==> config.mk <==
export PLATFORM = sky130hd
export DESIGN_NAME = latch_bank
export DESIGN_NICKNAME = d
export VERILOG_FILES = /design/src/rtl/latch_bank_pkg.sv /design/src/rtl/latch_bank_chan.sv /design/src/rtl/latch_bank.sv
export SDC_FILE = /design/constraint.sdc
export NUM_CORES = 1
export LEC_CHECK = 0
export BUFFER_PORTS_ARGS = -buffer_cell sky130_fd_sc_hd__buf_4
export CAP_MARGIN = 20
export CORE_ASPECT_RATIO = 1.75
export CORE_UTILIZATION = 35
export CTS_CLUSTER_DIAMETER = 50
export DETAILED_ROUTE_END_ITERATION = 10
export HOLD_SLACK_MARGIN = 0.12
export SLEW_MARGIN = 40
export SYNTH_ARGS = -nofsm -noshare
export SYNTH_HDL_FRONTEND = slang
export SYNTH_SLANG_ARGS = --single-unit
==> constraint.sdc <==
create_clock -name clk -period 2.9 [get_ports clk]
set_clock_uncertainty 0.2 [all_clocks]
set_input_delay 0.145 -clock clk [delete_from_list [all_inputs] [get_ports clk]]
set_output_delay 0.145 -clock clk [all_outputs]
set_load 0.01 [all_outputs]
==> src/rtl/latch_bank_pkg.sv <==
// Shared types for latch_bank: lane mode and snapshot FSM encodings.
// The mode decoder folds the reserved encoding into FREEZE so the lanes never see it.
package latch_bank_pkg;

    typedef enum logic [1:0] {
        MODE_TRANSP  = 2'b00,
        MODE_CAPTURE = 2'b01,
        MODE_FREEZE  = 2'b10,
        MODE_RSVD    = 2'b11
    } mode_e;

    typedef enum logic {
        SNAP_IDLE = 1'b0,
        SNAP_FULL = 1'b1
    } snap_state_e;

    function automatic mode_e decode_mode(input logic [1:0] raw);
        mode_e m;
        case (raw)
            2'b00:   m = MODE_TRANSP;
            2'b01:   m = MODE_CAPTURE;
            default: m = MODE_FREEZE;
        endcase
        return m;
    endfunction

endpackage

==> src/rtl/latch_bank_chan.sv <==
// One lane of latch_bank: flop-backed hold register, transparent bypass mux,
// and a saturating counter of value-changing writes.
module latch_bank_chan
    import latch_bank_pkg::*;
#(
    parameter int               WIDTH     = 8,
    parameter int               CNT_W     = 4,
    parameter logic [WIDTH-1:0] RESET_VAL = '0
) (
    input  logic             clk,
    input  logic             rst,
    input  mode_e            mode_q,
    input  logic [WIDTH-1:0] d,
    input  logic             en,
    input  logic             clr_cnt,
    output logic [WIDTH-1:0] q,
    output logic [WIDTH-1:0] hold,
    output logic [CNT_W-1:0] cnt
);

    logic [WIDTH-1:0] hold_q;
    logic [CNT_W-1:0] cnt_q;
    logic             write_en;
    logic             changed;

    // NOTE: every variable assigned in always_comb gets a value on every path,
    // otherwise synthesis infers a latch.
    always_comb begin
        write_en = en && (mode_q == MODE_TRANSP || mode_q == MODE_CAPTURE);
        changed  = write_en && (d != hold_q);
    end

    // NOTE: sequential state uses non-blocking assignments so all flops
    // sample pre-edge values regardless of statement order.
    always_ff @(posedge clk or posedge rst) begin
        if (rst) begin
            hold_q <= RESET_VAL;
        end else if (write_en) begin
            hold_q <= d;
        end
    end

    always_ff @(posedge clk or posedge rst) begin
        if (rst) begin
            cnt_q <= '0;
        end else if (clr_cnt) begin
            cnt_q <= '0;
        end else if (changed && (cnt_q != {CNT_W{1'b1}})) begin
            cnt_q <= cnt_q + 1'b1;
        end
    end

    // Zero-latency bypass emulates the level-sensitive latch without a real latch.
    always_comb begin
        q = hold_q;
        if (mode_q == MODE_TRANSP && en) begin
            q = d;
        end
    end

    assign hold = hold_q;
    assign cnt  = cnt_q;

endmodule

==> src/rtl/latch_bank.sv <==
// Multi-lane hold-register bank with global mode, per-lane change counters
// and a single-entry snapshot buffer with valid/ready handshake.
module latch_bank
    import latch_bank_pkg::*;
#(
    parameter int               WIDTH     = 8,
    parameter int               CHANNELS  = 4,
    parameter int               CNT_W     = 4,
    parameter logic [WIDTH-1:0] RESET_VAL = '0
) (
    input  logic                      clk,
    input  logic                      rst,
    input  logic [1:0]                mode,
    input  logic [CHANNELS*WIDTH-1:0] D,
    input  logic [CHANNELS-1:0]       enable,
    output logic [CHANNELS*WIDTH-1:0] Q,
    input  logic                      snap_req,
    output logic                      snap_valid,
    input  logic                      snap_ready,
    output logic [CHANNELS*WIDTH-1:0] snap_data,
    output logic                      snap_overrun,
    input  logic                      clr_overrun,
    output logic [CHANNELS*CNT_W-1:0] chg_cnt,
    input  logic                      clr_cnt
);

    mode_e                     mode_q;
    logic [CHANNELS*WIDTH-1:0] hold_all;
    logic [CHANNELS*WIDTH-1:0] snap_data_q;
    snap_state_e               snap_state_q;
    snap_state_e               snap_state_d;
    logic                      snap_load;
    logic                      overrun_set;
    logic                      overrun_q;

    always_ff @(posedge clk or posedge rst) begin
        if (rst) begin
            mode_q <= MODE_FREEZE;
        end else begin
            mode_q <= decode_mode(mode);
        end
    end

    for (genvar i = 0; i < CHANNELS; i++) begin : g_lane
        latch_bank_chan #(
            .WIDTH     (WIDTH),
            .CNT_W     (CNT_W),
            .RESET_VAL (RESET_VAL)
        ) u_chan (
            .clk     (clk),
            .rst     (rst),
            .mode_q  (mode_q),
            .d       (D[i*WIDTH +: WIDTH]),
            .en      (enable[i]),
            .clr_cnt (clr_cnt),
            .q       (Q[i*WIDTH +: WIDTH]),
            .hold    (hold_all[i*WIDTH +: WIDTH]),
            .cnt     (chg_cnt[i*CNT_W +: CNT_W])
        );
    end

    always_ff @(posedge clk or posedge rst) begin
        if (rst) begin
            snap_state_q <= SNAP_IDLE;
        end else begin
            snap_state_q <= snap_state_d;
        end
    end

    always_comb begin
        snap_state_d = snap_state_q;
        case (snap_state_q)
            SNAP_IDLE: if (snap_req) snap_state_d = SNAP_FULL;
            SNAP_FULL: if (snap_ready && !snap_req) snap_state_d = SNAP_IDLE;
            default:   snap_state_d = SNAP_IDLE;
        endcase
    end

    // A request is only accepted when the buffer is empty or being drained this cycle.
    always_comb begin
        snap_valid  = (snap_state_q == SNAP_FULL);
        snap_load   = snap_req && ((snap_state_q == SNAP_IDLE) || snap_ready);
        overrun_set = snap_req && (snap_state_q == SNAP_FULL) && !snap_ready;
    end

    always_ff @(posedge clk or posedge rst) begin
        if (rst) begin
            snap_data_q <= '0;
        end else if (snap_load) begin
            snap_data_q <= hold_all;
        end
    end

    always_ff @(posedge clk or posedge rst) begin
        if (rst) begin
            overrun_q <= 1'b0;
        end else if (overrun_set) begin
            overrun_q <= 1'b1;
        end else if (clr_overrun) begin
            overrun_q <= 1'b0;
        end
    end

    assign snap_data    = snap_data_q;
    assign snap_overrun = overrun_q;

endmodule

==> reports/qor.txt, run 1 <==
Worst path required time: 2.56 ns
Critical path class: register to output port
Post_cts resized: 0
WHS Path Cells: 4
Sequential share of the synthesized area: 48.3%
Final Critical Period: 2.50 ns
Chip width: 86.3 um
Largest net degree at the start of global routing: 85
Syn Area/Cell: 13.2 um2
Global-route wire length before repair: 16,000 um
Worst r2r path cells: 5
Pleak: 2.80 nW
Top_reg_cell synth: dfrtp_1
DIE AREA: 12,900 um2
Syn Nets: 379
Compound-Gate Fraction of Synth Area: 2.10%
FP Rows: 53
RSZ-0062 raised after global routing: no
Number of detailed-routing iterations run before antenna repair: 4
Mapped cell area: 4360 um2
Htree depth: 3
Hold Path Sink: g_lane[1].u_chan.hold[1]
Core area: 12,100 um2
Top Ports: 126
Antenna cells: 0
GP Congestion: 0.701
Post-DRT Antenna Nets: 0
PortBufs: 125
Synthesized instance count: 331
CTS buffer count: 9
Max Buffers Root-to-Sink: 2
NumNets Final: 549
Fin crit share: 86.2%
Tightest Pin Transition: 0.492 ns
Share of layout cells above drive strength 1: 53.6%
Fillers: 1,117
Final instance area: 6240 um2
Max Clock Freq: 0.400 GHz
Post-synthesis mux area share: 29.0%
Via density: 4.64
Vias in the first global route: 3,254
Adder-cell share of the synthesized area: 1.15%
Worst-path clk slew: 0.06 ns
CTS tree: yes
Seq. cell area: 2100 um2
DP Area: 5520 um2
Synth warn: 0
DR WL/cell: 14.5 um
FF-to-FF End: g_lane[3].u_chan.cnt[3]
FF-to-FF Start: mode_q[1]
Power per cell area: 598 nW/um2
Hold Fails Final Rpt: 0
Post-synthesis simple-gate area fraction: 11.1%
Initial Util: 36.1%
Worst-path fanout max: 11
Worst Path Arrival: 2.15 ns
Power consumption: 0.00373 W
Slew HR: 67.2%
Clock Tree Root: clkbuf_16
CP Launch Type: register
Setup crit end kind: output port
Seq cells post-synth: 84
Peak supply drop: 0.000345 V
Antenna violations before repair: 0
Largest family of logic cells by synthesized area: multiplexers
Finish-stage setup viols: 0
Post-synth ARST share: 100%
Post-synthesis xor/xnor area fraction: 6.43%
Max-slew violations: 0
Routed via count: 3,115
Die Y: 150 um
Total track usage: 16.0%
Post-DP HPWL: 6770 um
Status: finished, final reports clean
# DRC: 0
EDFF count, synth: 0
R2R setup slack: 1.09 ns
Multi-input logic area: 2180 um2
Iter 0 DRT Violations: 78
Fin Setup TNS: 0 ns
Layout area overhead: 43.2%
Number of max-cap violations: 0
Hold Startpoint: enable[1]
CTS Sinks: 84
WL final: 9750 um
Grt total ovfl: 0
Yosys cell types: 20
Hold WC Path Type: primary input to register
Clk_lat worst skew: 0.33 ns
[flip-flops by register name, indices dropped and copies added, names as in the netlist]
register            cells
g_lane.u_chan.cnt      16
snap_overrun            1
snap_valid              1
snap_data              32
mode_q                  2
g_lane.u_chan.hold     32
[worst max-delay path, stage by stage, from the launching register on]
cell,delay (ns)
dfstp_2,0.38
nor2b_1,0.11
buf_4,0.19
nor2b_1,0.44
buf_4,0.23
mux2_2,0.34
buf_4,0.14
[worst max-delay path by stage]
stage               startpoint  depth (start not counted)                       to  slack [ns]
floorplan                  rst                          1  g_lane[0].u_chan.cnt[0]        0.39
global placement     mode_q[1]                          6                    Q[14]        0.76
detailed placement   mode_q[1]                          6                    Q[14]        0.71
CTS                  mode_q[1]                          6                    Q[14]        0.34
global route         mode_q[1]                          6                    Q[14]        0.25
finish               mode_q[1]                          6                    Q[14]        0.40
[stage by stage]
step | hold WS (ns) | utilization [%] | instances | setup WS, ns
after floorplan | 0.0106 | - | 331 | 0.392
after global routing | 0.234 | 51.7 | 671 | 0.247
final | 0.196 | 51.7 | 671 | 0.400
after global placement | 0.0700 | 45.7 | 615 | 0.761
after CTS | 0.182 | 51.7 | 671 | 0.343
after detailed placement | 0.0693 | 45.7 | 615 | 0.712
[kinds of logic after synthesis]
group           count (synthesis)
flops                          84
compound gates                 13
buf+inv                        18
xor+xnor                       32
simple gates                   68
fa+ha+maj                       4
mux                           112
[layout by cell type, fill, tap and decap left out]
master,count
a211oi_1,4
a21oi_1,4
a21oi_2,4
buf_12,1
buf_4,133
bufinv_16,2
clkbuf_1,2
clkbuf_16,9
clkbuf_8,1
clkinv_2,2
clkinvlp_4,1
dfrtp_1,83
dfstp_2,1
dlygate4sd3_1,40
ha_1,4
inv_1,2
mux2_2,106
mux2_4,2
mux2i_1,4
nand2_1,5
nand2_4,1
nand2b_1,9
nand3_1,12
nor2_1,12
nor2b_1,21
nor4_4,8
o22ai_1,1
xor2_1,32
[cell usage after synthesis, types with 6 or more instances]
cell type | number | area share, %
mux2_2 | 106 | 27
dfrtp_1 | 83 | 48
xor2_1 | 32 | 6.4
nor2b_1 | 21 | 3.0
nand3_1 | 12 | 1.4
nor2_1 | 12 | 1.0
buf_2 | 11 | 1.3
nand2b_1 | 9 | 1.3
nor4_4 | 8 | 3.9
nand2_1 | 6 | 0.52
[power breakdown]
group	internal (W)	switching (W)
clock	0.000778	0.000452
sequential	0.00136	0.000140
combinational	0.000579	0.000424
[timing repair]
item,4_1_cts,5_1_grt
hold buffers,40,0
buffers inserted,0,0
hold endpoints to repair,122,0
endpoints found under the setup margin,0,0
[layout make-up]
type	instances	share of cell area (%)
Tap cell	165	3.31
Multi-Input combinational cell	229	34.9
Inverter	3	0.201
Sequential cell	84	33.7
Clock buffer	12	3.95
Timing Repair Buffer	174	22.7
Clock inverter	4	1.16
[layer usage]
layer	GRT usage [%]	share of wire [%]	routed length, um
met1	18.0	41	3960
met2	29.6	54	5270
met3	2.98	3.6	354
met4	5.58	1.7	170
met5	0	0	0
Power figures use the tool's default switching activity.
==> run 2: changes to the inputs <==
CORE_UTILIZATION = 30   (was 35)
PLACE_DENSITY = 0.55   (was default)
==> reports/qor.txt, run 2 (synthesized netlist as in run 1, its figures left out) <==
Status: finished, final reports clean (unchanged)
Commonest non-fill, non-tap cell in the layout: buf_4 (unchanged)
Die Y: 161 um (was 150 um)
Post-DRT Antenna Nets: 0 (unchanged)
Critical Path Max Stage Delay: 0.42 ns (was 0.44 ns)
Peak supply drop: 0.000274 V (was 0.000345 V)
Total track usage: 14.4% (was 16.0%)
DR WL/cell: 15.1 um (was 14.5 um)
Hold Fails Final Rpt: 0 (unchanged)
Power consumption: 0.00362 W (was 0.00373 W)
CP Launch Type: register (unchanged)
CTS Hold Bufs: 40 (unchanged)
Power per cell area: 580 nW/um2 (was 598 nW/um2)
Hold Startpoint: enable[2] (was enable[1])
Post-DP HPWL: 7440 um (was 6770 um)
Placed insts: 629 (was 615)
Critical path class: register to output port (unchanged)
Place WS: 0.729 ns (was 0.712 ns)
Final non-filler cell total: 685 (was 671)
Number of detailed-routing iterations run before antenna repair: 4 (unchanged)
Initial Util: 31.0% (was 36.1%)
Most frequent cells in the layout: buf_4 (135), mux2_2 (106), dfrtp_1 (83), dlygate4sd3_1 (40), xor2_1 (32) (was buf_4 (133), mux2_2 (106), dfrtp_1 (83), dlygate4sd3_1 (40), xor2_1 (32))
Worst Path Arrival: 2.17 ns (was 2.15 ns)
Setup crit end kind: output port (unchanged)
FP Rows: 57 (was 53)
Layout area overhead: 43.1% (was 43.2%)
Setup WS post-layout: 0.388 ns (was 0.400 ns)
RSZ-0062 raised after global routing: no (unchanged)
DIE AREA: 15,000 um2 (was 12,900 um2)
Slowest-stage cell, CP: nor2b_1 (unchanged)
WL final: 10,300 um (was 9750 um)
Top Ports: 126 (unchanged)
Max Clock Freq: 0.398 GHz (was 0.400 GHz)
Hold WC Path Type: primary input to register (unchanged)
Grt total ovfl: 0 (unchanged)
Tightest Pin Transition: 0.579 ns (was 0.492 ns)
Max Buffers Root-to-Sink: 2 (unchanged)
Slew HR: 61.4% (was 67.2%)
Routed via count: 3,148 (was 3,115)
Iter 0 DRT Violations: 66 (was 78)
FF-to-FF Start: g_lane[3].u_chan.cnt[0] (was mode_q[1])
Delay-heaviest family, CP: buffers and inverters (unchanged)
Via density: 4.60 (was 4.64)
Finish-stage setup viols: 0 (unchanged)
Clock Tree Root: clkbuf_16 (unchanged)
PortBufs: 125 (unchanged)
Share of layout cells above drive strength 1: 54.1% (was 53.6%)
Final Critical Period: 2.51 ns (was 2.50 ns)
Crit-path cells: nor2b_1 -> buf_4 -> nor2b_1 -> buf_4 -> mux2_2 -> buf_4 (unchanged)
Max-slew violations: 0 (unchanged)
Hold slack: 0.181 ns (was 0.196 ns)
Core area: 14,000 um2 (was 12,100 um2)
Fillers: 1,348 (was 1,117)
Largest net degree at the start of global routing: 44 (was 85)
WP buf/inv: 3 (unchanged)
Worst-path clk slew: 0.07 ns (was 0.06 ns)
# DRC: 0 (unchanged)
CTS tree: yes (unchanged)
CTS buffer count: 9 (unchanged)
Number of max-cap violations: 0 (unchanged)
Fin crit share: 86.6% (was 86.2%)
Number of setup buffers added after CTS: 0 (unchanged)
NumNets Final: 551 (was 549)
Clk_lat worst skew: 0.34 ns (was 0.33 ns)
Fin Setup TNS: 0 ns (unchanged)
Antenna cells: 0 (unchanged)
GP Congestion: 0.708 (was 0.701)
Htree depth: 3 (unchanged)
Post_cts resized: 0 (unchanged)
CTS Sinks: 84 (unchanged)
Worst path required time: 2.56 ns (about the same)
Most frequent CP cell: buf_4 (unchanged)
Vias in the first global route: 3,222 (was 3,254)
Pleak: 2.79 nW (was 2.80 nW)
Worst-path fanout max: 11 (unchanged)
Global-route wire length before repair: 16,500 um (was 16,000 um)
Chip width: 93.1 um (was 86.3 um)
Antenna violations before repair: 0 (unchanged)
Worst Setup SP: mode_q[1] (unchanged)
run 2: worst min-delay path: cells and delay by family:
family | cells | cell delay (ns)
AND/OR/NAND/NOR | 2 | 0.27
buffers and inverters | 1 | 0.11
multiplexers | 1 | 0.11
AO/OA/AOI/OAI | 1 | 0.05
run 2: layout make-up:
class                           instances  area (um2)  share of cell area (%)
Multi-Input combinational cell        229        2170                    34.9
Clock inverter                          6        46.3                   0.743
Sequential cell                        84        2100                    33.8
Tap cell                              177         221                    3.55
Clock buffer                           10         239                    3.84
Inverter                                3        13.8                   0.221
Timing Repair Buffer                  176        1430                    23.0
run 2: final timing paths:
kind                                      endpoint  slack [ns]  cells past startpoint
max in group asynchronous  g_lane[2].u_chan.cnt[2]        1.64                      4
min reg2reg                          snap_data[22]        0.31                      1
max reg2reg                g_lane[3].u_chan.cnt[3]        1.12                      5
max                                          Q[14]        0.39                      6
min in group asynchronous            snap_data[13]        0.22                      3
min                        g_lane[2].u_chan.cnt[1]        0.18                      5
run 2: per-layer routing:
layer	vias to the layer above	global-route usage, %	share of wire, %
met3	13	2.26	3.1
li1	1501	-	-
met2	75	27.2	57
met1	1559	15.4	38
met4	0	6.50	2.0
met5	-	0	0
run 2: report_power, final:
group	switching (W)	internal [W]
logic	0.000426	0.000581
registers	0.000144	0.00136
clock network	0.000498	0.000610
total	0.00107	0.00255
run 2: stage by stage:
| stage | util [%] | cell area [um2] |
|---|---|---|
| after floorplan | - | 4360 |
| after global placement | 39.5 | 5540 |
| after detailed placement | 39.5 | 5540 |
| after CTS | 44.3 | 6230 |
| after global routing | 44.3 | 6230 |
| final | 44.3 | 6230 |
